`config.mk`:
```
export PLATFORM = sky130hd
export DESIGN_NAME = i2c_codec_responder
export DESIGN_NICKNAME = d
export VERILOG_FILES = /design/src/rtl/i2c_pkg.sv /design/src/rtl/i2c_bus_sync.sv /design/src/rtl/i2c_codec_responder.sv
export SDC_FILE = /design/constraint.sdc
export NUM_CORES = 1
export LEC_CHECK = 0
export ABC_AREA = 1
export CAP_MARGIN = 20
export CORE_MARGIN = 1.5
export CORE_UTILIZATION = 50
export CTS_CLUSTER_SIZE = 25
export DETAILED_ROUTE_END_ITERATION = 7
export PLACE_DENSITY_LB_ADDON = 0.3
export SYNTH_ARGS = -nofsm -noshare
export SYNTH_HDL_FRONTEND = slang
export SYNTH_SLANG_ARGS = --single-unit
```
`constraint.sdc`:
```
create_clock -name i_clk -period 4.6 [get_ports i_clk]
set_input_delay 0.46 -clock i_clk [delete_from_list [all_inputs] [get_ports i_clk]]
set_output_delay 0.46 -clock i_clk [all_outputs]
set_load 0.01 [all_outputs]
```
`src/rtl/i2c_pkg.sv`:
```
// Shared types and constants for the WM8731 control-port responder.
// Holds the FSM state encoding and the codec register map.
package i2c_pkg;

    typedef enum logic [3:0] {
        ST_IDLE,
        ST_ADDR,
        ST_ACK_ADDR,
        ST_BYTE1,
        ST_ACK1,
        ST_BYTE2,
        ST_ACK2,
        ST_NACK,
        ST_WAIT_STOP
    } i2c_rsp_state_e;

    localparam logic [6:0] R_AAPC  = 7'd4;
    localparam logic [6:0] R_DAPC  = 7'd5;
    localparam logic [6:0] R_PDC   = 7'd6;
    localparam logic [6:0] R_DAIF  = 7'd7;
    localparam logic [6:0] R_SC    = 7'd8;
    localparam logic [6:0] R_AC    = 7'd9;
    localparam logic [6:0] R_RESET = 7'd15;

    localparam logic [7:0] WM8731_WR_ADDR = 8'h34;

endpackage

```
`src/rtl/i2c_bus_sync.sv`:
```
// SCL/SDA synchroniser with SCL edge and START/STOP condition detection.
// The flops reset to 1 so an idle (pulled-up) bus produces no spurious events.
module i2c_bus_sync #(
    parameter int unsigned SYNC_STAGES = 2
) (
    input  logic i_clk,
    input  logic i_rst,
    input  logic i_sclk,
    input  logic i_sdat,
    output logic o_scl_rise,
    output logic o_scl_fall,
    output logic o_sda_s,
    output logic o_start_det,
    output logic o_stop_det
);

    logic [SYNC_STAGES-1:0] r_scl_sync;
    logic [SYNC_STAGES-1:0] r_sda_sync;
    logic                   r_scl_d;
    logic                   r_sda_d;
    logic                   w_scl_s;
    logic                   w_sda_s;

    assign w_scl_s = r_scl_sync[SYNC_STAGES-1];
    assign w_sda_s = r_sda_sync[SYNC_STAGES-1];

    always_ff @(posedge i_clk) begin
        if (i_rst) begin
            r_scl_sync <= '1;
            r_sda_sync <= '1;
            r_scl_d    <= 1'b1;
            r_sda_d    <= 1'b1;
        end else begin
            r_scl_sync <= {r_scl_sync[SYNC_STAGES-2:0], i_sclk};
            r_sda_sync <= {r_sda_sync[SYNC_STAGES-2:0], i_sdat};
            r_scl_d    <= w_scl_s;
            r_sda_d    <= w_sda_s;
        end
    end

    // SDA transitions only count as conditions while SCL is stably high
    assign o_scl_rise  =  w_scl_s & ~r_scl_d;
    assign o_scl_fall  = ~w_scl_s &  r_scl_d;
    assign o_sda_s     =  w_sda_s;
    assign o_start_det =  w_scl_s &  r_scl_d &  r_sda_d & ~w_sda_s;
    assign o_stop_det  =  w_scl_s &  r_scl_d & ~r_sda_d &  w_sda_s;

endmodule

```
`src/rtl/i2c_codec_responder.sv`:
```
// I2C write-only target modelling the WM8731 control port: ACKs its address
// and two data bytes, then presents the 7-bit register address and 9-bit data.
module i2c_codec_responder
    import i2c_pkg::*;
#(
    parameter logic [6:0]  DEV_ADDR    = 7'h1A,
    parameter int unsigned SYNC_STAGES = 2
) (
    input  logic       i_clk,
    input  logic       i_rst,
    input  logic       i_sclk,
    input  logic       i_sdat,
    output logic       o_sdat,
    output logic       o_oen,
    output logic [6:0] o_reg_addr,
    output logic [8:0] o_reg_data,
    output logic       o_valid,
    output logic       o_busy,
    output logic       o_nack_err
);

    logic w_scl_rise;
    logic w_scl_fall;
    logic w_sda_s;
    logic w_start_det;
    logic w_stop_det;

    i2c_bus_sync #(
        .SYNC_STAGES(SYNC_STAGES)
    ) u_bus_sync (
        .i_clk      (i_clk),
        .i_rst      (i_rst),
        .i_sclk     (i_sclk),
        .i_sdat     (i_sdat),
        .o_scl_rise (w_scl_rise),
        .o_scl_fall (w_scl_fall),
        .o_sda_s    (w_sda_s),
        .o_start_det(w_start_det),
        .o_stop_det (w_stop_det)
    );

    i2c_rsp_state_e r_state, w_state_nx;
    logic [3:0] r_bit_cnt, w_bit_cnt_nx;
    logic [7:0] r_shift, w_shift_nx;
    logic [7:0] r_byte1, w_byte1_nx;
    logic [6:0] r_reg_addr, w_reg_addr_nx;
    logic [8:0] r_reg_data, w_reg_data_nx;
    logic       r_oen, w_oen_nx;
    logic       r_valid, w_valid_nx;
    logic       r_busy, w_busy_nx;
    logic       r_nack_err, w_nack_err_nx;
    logic       w_byte_done;

    assign w_byte_done = w_scl_fall && (r_bit_cnt == 4'd8);

    always_ff @(posedge i_clk) begin
        if (i_rst) begin
            r_state    <= ST_IDLE;
            r_bit_cnt  <= '0;
            r_shift    <= '0;
            r_byte1    <= '0;
            r_reg_addr <= '0;
            r_reg_data <= '0;
            r_oen      <= 1'b0;
            r_valid    <= 1'b0;
            r_busy     <= 1'b0;
            r_nack_err <= 1'b0;
        end else begin
            r_state    <= w_state_nx;
            r_bit_cnt  <= w_bit_cnt_nx;
            r_shift    <= w_shift_nx;
            r_byte1    <= w_byte1_nx;
            r_reg_addr <= w_reg_addr_nx;
            r_reg_data <= w_reg_data_nx;
            r_oen      <= w_oen_nx;
            r_valid    <= w_valid_nx;
            r_busy     <= w_busy_nx;
            r_nack_err <= w_nack_err_nx;
        end
    end

    always_comb begin
        w_state_nx    = r_state;
        w_bit_cnt_nx  = r_bit_cnt;
        w_shift_nx    = r_shift;
        w_byte1_nx    = r_byte1;
        w_reg_addr_nx = r_reg_addr;
        w_reg_data_nx = r_reg_data;
        w_oen_nx      = r_oen;
        w_valid_nx    = 1'b0;
        w_busy_nx     = r_busy;
        w_nack_err_nx = r_nack_err;

        // Bus conditions override any bit-level activity, including a repeated START
        if (w_start_det) begin
            w_state_nx   = ST_ADDR;
            w_bit_cnt_nx = '0;
            w_shift_nx   = '0;
            w_oen_nx     = 1'b0;
            w_busy_nx    = 1'b1;
        end else if (w_stop_det) begin
            if (r_state != ST_IDLE) begin
                w_state_nx = ST_IDLE;
                w_oen_nx   = 1'b0;
                w_busy_nx  = 1'b0;
            end
        end else begin
            case (r_state)
                ST_ADDR, ST_BYTE1, ST_BYTE2: begin
                    if (w_scl_rise && (r_bit_cnt < 4'd8)) begin
                        w_shift_nx   = {r_shift[6:0], w_sda_s};
                        w_bit_cnt_nx = r_bit_cnt + 4'd1;
                    end else if (w_byte_done) begin
                        w_bit_cnt_nx = '0;
                        if (r_state == ST_ADDR) begin
                            if (r_shift == {DEV_ADDR, 1'b0}) begin
                                w_state_nx = ST_ACK_ADDR;
                                w_oen_nx   = 1'b1;
                            end else begin
                                w_state_nx    = ST_NACK;
                                w_nack_err_nx = 1'b1;
                            end
                        end else if (r_state == ST_BYTE1) begin
                            w_byte1_nx = r_shift;
                            w_state_nx = ST_ACK1;
                            w_oen_nx   = 1'b1;
                        end else begin
                            w_reg_addr_nx = r_byte1[7:1];
                            w_reg_data_nx = {r_byte1[0], r_shift};
                            w_valid_nx    = 1'b1;
                            w_state_nx    = ST_ACK2;
                            w_oen_nx      = 1'b1;
                        end
                    end
                end
                ST_ACK_ADDR, ST_ACK1, ST_ACK2, ST_NACK: begin
                    if (w_scl_fall) begin
                        w_oen_nx     = 1'b0;
                        w_bit_cnt_nx = '0;
                        w_shift_nx   = '0;
                        case (r_state)
                            ST_ACK_ADDR: w_state_nx = ST_BYTE1;
                            ST_ACK1:     w_state_nx = ST_BYTE2;
                            default:     w_state_nx = ST_WAIT_STOP;
                        endcase
                    end
                end
                default: begin
                    w_oen_nx = 1'b0;
                end
            endcase
        end
    end

    assign o_sdat     = 1'b0;
    assign o_oen      = r_oen;
    assign o_reg_addr = r_reg_addr;
    assign o_reg_data = r_reg_data;
    assign o_valid    = r_valid;
    assign o_busy     = r_busy;
    assign o_nack_err = r_nack_err;

endmodule

```
# ---- Yosys cells after proc, flatten, opt, wreduce, memory -nomap -nowiden
# Index checks and enable logic that the tools add are counted.
# W data, S select, Z words.
dict set report classes {
  n_addsub 1
  n_lt_le_gt_ge 1
  eq_ne 21
  n_mux 29
  bitwise 19
  reduce_logical 21
}
# operator count
set ops {}
lappend ops {{$mux W4} 9}
lappend ops {{$pmux W4 S2} 3}
lappend ops {{$reduce_and A7 Y1} 3}
lappend ops {{$eq A4 B3 Y1 const B} 4}
lappend ops {{$mux W8} 2}
lappend ops {{$pmux W8 S2} 1}
lappend ops {{$reduce_and A5 Y1} 3}
lappend ops {{$ne A3 B2 Y1 const B} 4}
lappend ops {{$ne A4 B2 Y1 const B} 3}
lappend ops {{$not A1 Y1} 12}
lappend ops {{$mux W1} 11}
lappend ops {{$eq A4 B2 Y1 const B} 2}
lappend ops {{$eq A8 B6 Y1 const B} 1}
lappend ops {{$reduce_and A4 Y1} 2}
lappend ops {{$reduce_bool A4 Y1} 2}
lappend ops {{$and A1 B1 Y1} 7}
lappend ops {{$reduce_or A7 Y1} 1}
lappend ops {{$ne A2 B2 Y1 const B} 3}
lappend ops {{$reduce_bool A2 Y1} 3}
lappend ops {{$add A4 B1 Y4 const B} 1}
lappend ops {{$eq A4 B1 Y1 const B} 1}
lappend ops {{$eq A4 B4 Y1 const B} 1}
lappend ops {{$lt A4 B4 Y1 const B} 1}
lappend ops {{$ne A4 B3 Y1 const B} 1}
lappend ops {{10 further kinds} 11}
dict set report totals {
  register_bits 50
  in_bits 4
  out_inout_bits 21
  elab_cells 107
}

# ---- Depth between registers and ports, before layout
dict set report depth {
  depth_word 8
  mapped_depth 11
}

# ---- Hierarchy
# From an unflattened synthesis, not the netlist that was laid out.
dict set report hier_totals {
  hier_cells 329
  hier_area_um2 2279.7
}
# module instances cells_each area_per_inst_um2
set modules_own_cells {}
lappend modules_own_cells {i2c_codec_responder 1 305 2082.0}
lappend modules_own_cells {i2c_bus_sync 1 24 197.7}

# ---- Worst setup path before layout
# No wires, ideal clock.
dict set report synth_timing {
  path_type {reg2reg}
  start {reg r_bit_cnt[0]}
  end {reg r_reg_addr[1], in the netlist o_reg_addr[1]}
  setup_time_ns 0.122
  arrival_ns 1.356
  required_time_ns 4.478
  path_slack_ns 3.122
  stages_incl_launch_ff 10
  path_buffers 2
  cell_sequence {dfxtp_1 -> inv_1 -> ha_1 -> nand3_1 -> nor2_8 -> nand2_4 -> nor2_4 -> buf_6 -> buf_12 -> a21oi_2}
}
dict set report synth_via {
  elab_chain_len 4
  elab_cells_between_ends 6
  cone_classes {order compare (1); eq/ne (1); bitwise (1); reduce/logical (3)}
}
# item line
set synth_lines {}
lappend synth_lines {{start: declaration} i2c_codec_responder.sv:43} ;# logic [3:0] r_bit_cnt, w_bit_cnt_nx;
lappend synth_lines {{start signal: assignment} i2c_codec_responder.sv:70} ;# r_bit_cnt <= w_bit_cnt_nx;
lappend synth_lines {{$lt A4 B4 Y1} i2c_codec_responder.sv:110} ;# if (w_scl_rise && (r_bit_cnt < 4'd8)) begin
lappend synth_lines {{$logic_and A1 B1 Y1} i2c_codec_responder.sv:110}
lappend synth_lines {{$not A1 Y1 (no source line)} n/a}
lappend synth_lines {{$reduce_and A7 Y1 (no source line) *} n/a}
lappend synth_lines {{end signal: assignment} i2c_codec_responder.sv:73} ;# r_reg_addr <= w_reg_addr_nx;
lappend synth_lines {{end: declaration} i2c_codec_responder.sv:46} ;# logic [6:0] r_reg_addr, w_reg_addr_nx;
# Every way passes the cells marked *; elsewhere a longest branch is shown, timed or not.
# A chain may end at the register's enable or synchronous reset.

# ---- Worst setup path after layout
dict set report layout_timing {
  start {reg r_state[1]}
  end {reg r_shift[5]}
}
dict set report layout_via {
  elab_chain_len 4
  elab_cells_between_ends 14
  cone_classes {eq/ne (9); mux (1); reduce/logical (4)}
}
# item line
set layout_lines {}
lappend layout_lines {{start: declaration} i2c_codec_responder.sv:42} ;# i2c_rsp_state_e r_state, w_state_nx;
lappend layout_lines {{start signal: assignment} i2c_codec_responder.sv:69} ;# r_state <= w_state_nx;
lappend layout_lines {{$eq A4 B3 Y1, or another cell as far along} i2c_codec_responder.sv:108} ;# case (r_state)
lappend layout_lines {{$reduce_or A4 Y1 or $reduce_or A3 Y1 (tied branches)} i2c_codec_responder.sv:108}
lappend layout_lines {{$ne A2 B2 Y1 (no source line) or $reduce_bool A2 Y1 (tied branches)} n/a}
lappend layout_lines {{$reduce_and A4 Y1 (no source line)} n/a}
lappend layout_lines {{end signal: assignment} i2c_codec_responder.sv:71} ;# r_shift <= w_shift_nx;
lappend layout_lines {{end: declaration} i2c_codec_responder.sv:44} ;# logic [7:0] r_shift, w_shift_nx;
# Parallel ways exist; a longest one is shown, timed or not.

==> flow_summary.yaml <==
cells_and_area:
  instances_no_fill: 374
  diodes: 0
  area_growth_pct: 15.0
  drive_gt1_share_pct: 12.4
  layout.nets: 327
drt:
  wirelength_mm: 4.36
  vias: 1911
  drt_iter0_drc: 106
  drt_first_pass_iters: 5
  drc_errors: 0
  final_antenna_net_count: 0
  vias_per_cell: 5.11
  post_drt_wl_per_cell_um: 11.6
floorplanning:
  core_sq_mm: 0.00438
  num_io_pins: 25
  dieArea_sq_mm: 0.00499
  die_h_um: 70.6
  die_w_um: 70.6
  rows: 24
  start_util_pct: 52.1
place:
  place_inst: 366
  place.gp.congestion: 0.961
  place_hpwl_mm: 3.15
  port_buffers: 23
global_routing:
  grt_max_degree: 30
  grt_usage_pct: 18.9
  antenna_found_initial: 0
  grt_pass1_vias: 1693
  grt_pass1_wl_mm: 7.59
  grt.busiest_layer: "met2"
  grt_remaining_overflow: 0
  use_met2_pct: 28.9
  grt_util_met3_pct: 4.27
  grt_use_met1_pct: 26.9
yosys:
  synthTopCellsByCount: "nor2_1 (56), dfxtp_1 (50), nand2_1 (42), inv_1 (31), o21ai_0 (28)"
  synth-simple-area-share_pct: 28.2
  synthesis.nets: 306
  yosys_warnings: 0
  syn_area_sq_mm: 0.00229
  avgSynthCellArea_sq_um: 7.62
  ys_ff_latch: 50
  netlist.area_leader.share_pct: 43.8
  synth_seq_area_share_pct: 43.8
  ys_types: 33
  yosys-top-cells-area: "dfxtp_1 (44%), nor2_1 (9.2%), nand2_1 (6.9%), o21ai_0 (6.1%), inv_1 (5.1%)"
  synth_top_family_by_area: "simple AND/OR/NAND/NOR gates"
  synthXorXnorAreaFrac_pct: 0.383
  synth_ff_type: "dfxtp_1"
  synth_edf_count: 0
  synth_compound_area_share_pct: 17.2
  synth_top_area_cell: "dfxtp_1"
  synth_most_common_cell: "nor2_1"
  synthMuxAreaShare_pct: 0
  synthCells: 300
  synth_fa_ha_area_share_pct: 1.09
  async_flop_share_pct: 0
critical_path:
  criticalPathCategory: "reg -> reg"
  crit_required_ns: 4.80
  start_kind: "flop"
  critPathMaxFanout: 12
  cp-end-kind: "flop"
  worstPathArrival_ns: 2.18
pwr:
  power_leakage_nw: 1.08
  ir_drop_v: 0.000262
  power.density_mw_per_mm2: 532
sta:
  setup_violations: 0
  slew_viol_final: 0
  slew_headroom_pct: 53.5
  max_freq_mhz: 504
  skew_ns: 0.00823
  fin_setup_tns_ns: 0
  period_needed_ns: 1.98
  hold_viol_final: 0
  worstMarginPinSlew_ns: 0.695
  rsz0062_at_grt: "false"
  period_share_pct: 43.1
clock_tree:
  root_buffer: "clkbuf_8"
  cts_sinks: 50
  cts_made_buffers: 5
  post_cts_buffers: 0
  htree_levels: 2
  tritoncts: "built"
  worstSkewPairLatency_ns: 0.31
  cts_max_path_buffers: 2
  holdBufCountCts: 0
  clk_pin_slew_ns: 0.09
  cts_resized: 0
flow_run:
  max_cap_viol_count: 0
status:
  run_status: "completed"
min_path:
  hold_path_class: "reg -> reg"
## state kept, by name, summed over array words and instances (netlist names)
name and count:
o_nack_err 1, o_valid 1, o_busy 1, u_bus_sync.r_scl_d 1
o_reg_data 9, o_oen 1, r_bit_cnt 4, u_bus_sync.r_scl_sync 2
r_state 4, o_reg_addr 7, u_bus_sync.r_sda_sync 2, r_byte1 8
r_shift 8, u_bus_sync.r_sda_d 1
## worst max-delay path: stages (launching register included)
cell,delay (ns)
dfxtp_1,0.42
inv_1,0.13
nand2_1,0.12
nand2_1,0.07
nand2_1,0.38
nand2_1,0.22
nand3_2,0.21
clkinv_2,0.15
nor2_1,0.11
nor2_1,0.05
## cell families (layout without fill, tap and decap cells)
group           Yosys count  after routing
flops                    50             50
simple gates            135            135
other cells               1              1
compound gates           68             68
buf+inv                  43             65
xor+xnor                  1              1
fa+ha+maj                 2              2
## where the power goes
| group | internal [W] | total [W] | leakage, nW | switching [W] |
|---|---|---|---|---|
| Combinational | 0.000170 | 0.000531 | 0.615 | 0.000361 |
| Clock | 0.000179 | 0.000327 | 0.0618 | 0.000148 |
| Sequential | 0.000490 | 0.000541 | 0.406 | 0.0000506 |
## cell usage in the layout (no fill, tap or decap), types with 3 or more instances in the layout
master            n
nor2_1           56
dfxtp_1          50
nand2_1          42
inv_1            31
o21ai_0          28
clkdlybuf4s50_1  23
a21oi_1          18
nand3_1          12
a21oi_2          11
o21ai_1           9
nor3_1            6
clkbuf_8          6
nand2_2           4
or2_2             4
nand2_4           3
## final timing paths
| check | cells after the start | startpoint | end | slack, ns |
|---|---|---|---|---|
| min | 1 | u_bus_sync.r_scl_sync[0] | u_bus_sync.r_scl_sync[1] | 0.41 |
| min reg2reg | 1 | u_bus_sync.r_scl_sync[0] | u_bus_sync.r_scl_sync[1] | 0.41 |
| max reg2reg | 9 | r_state[1] | r_shift[5] | 2.62 |
| max | 9 | r_state[1] | r_shift[5] | 2.62 |
## per-layer routing
layer / up-vias / share of wire (%)
met2: 54 / 43
met5: - / 0
met1: 856 / 50
li1: 996 / -
met3: 5 / 5.2
met4: 0 / 1.4
## stage by stage
| stage | util [%] | area, sq um | total power [W] | setup slack [ns] | hold WS, ns |
|---|---|---|---|---|---|
| floorplan | - | 2290 | 0.000964 | 3.12 | 0.389 |
| global placement | 57.2 | 2510 | 0.00106 | 2.49 | 0.391 |
| detailed placement | 57.2 | 2510 | 0.00107 | 2.46 | 0.393 |
| CTS | 60.0 | 2630 | 0.00140 | 2.60 | 0.414 |
| global route | 60.0 | 2630 | 0.00151 | 2.36 | 0.430 |
| finish | 60.0 | 2630 | 0.00140 | 2.62 | 0.413 |
## layout make-up
cell class                 count  area (sq um)
clock inverter                 2          38.8
inverter                      34           134
sequential                    50          1000
clock buffer                   6          82.6
timing repair buffer          23           230
tap                           52          65.1
multi-input combinational    207          1080
fill                         425          1760
(Power assumes the default switching activity.)
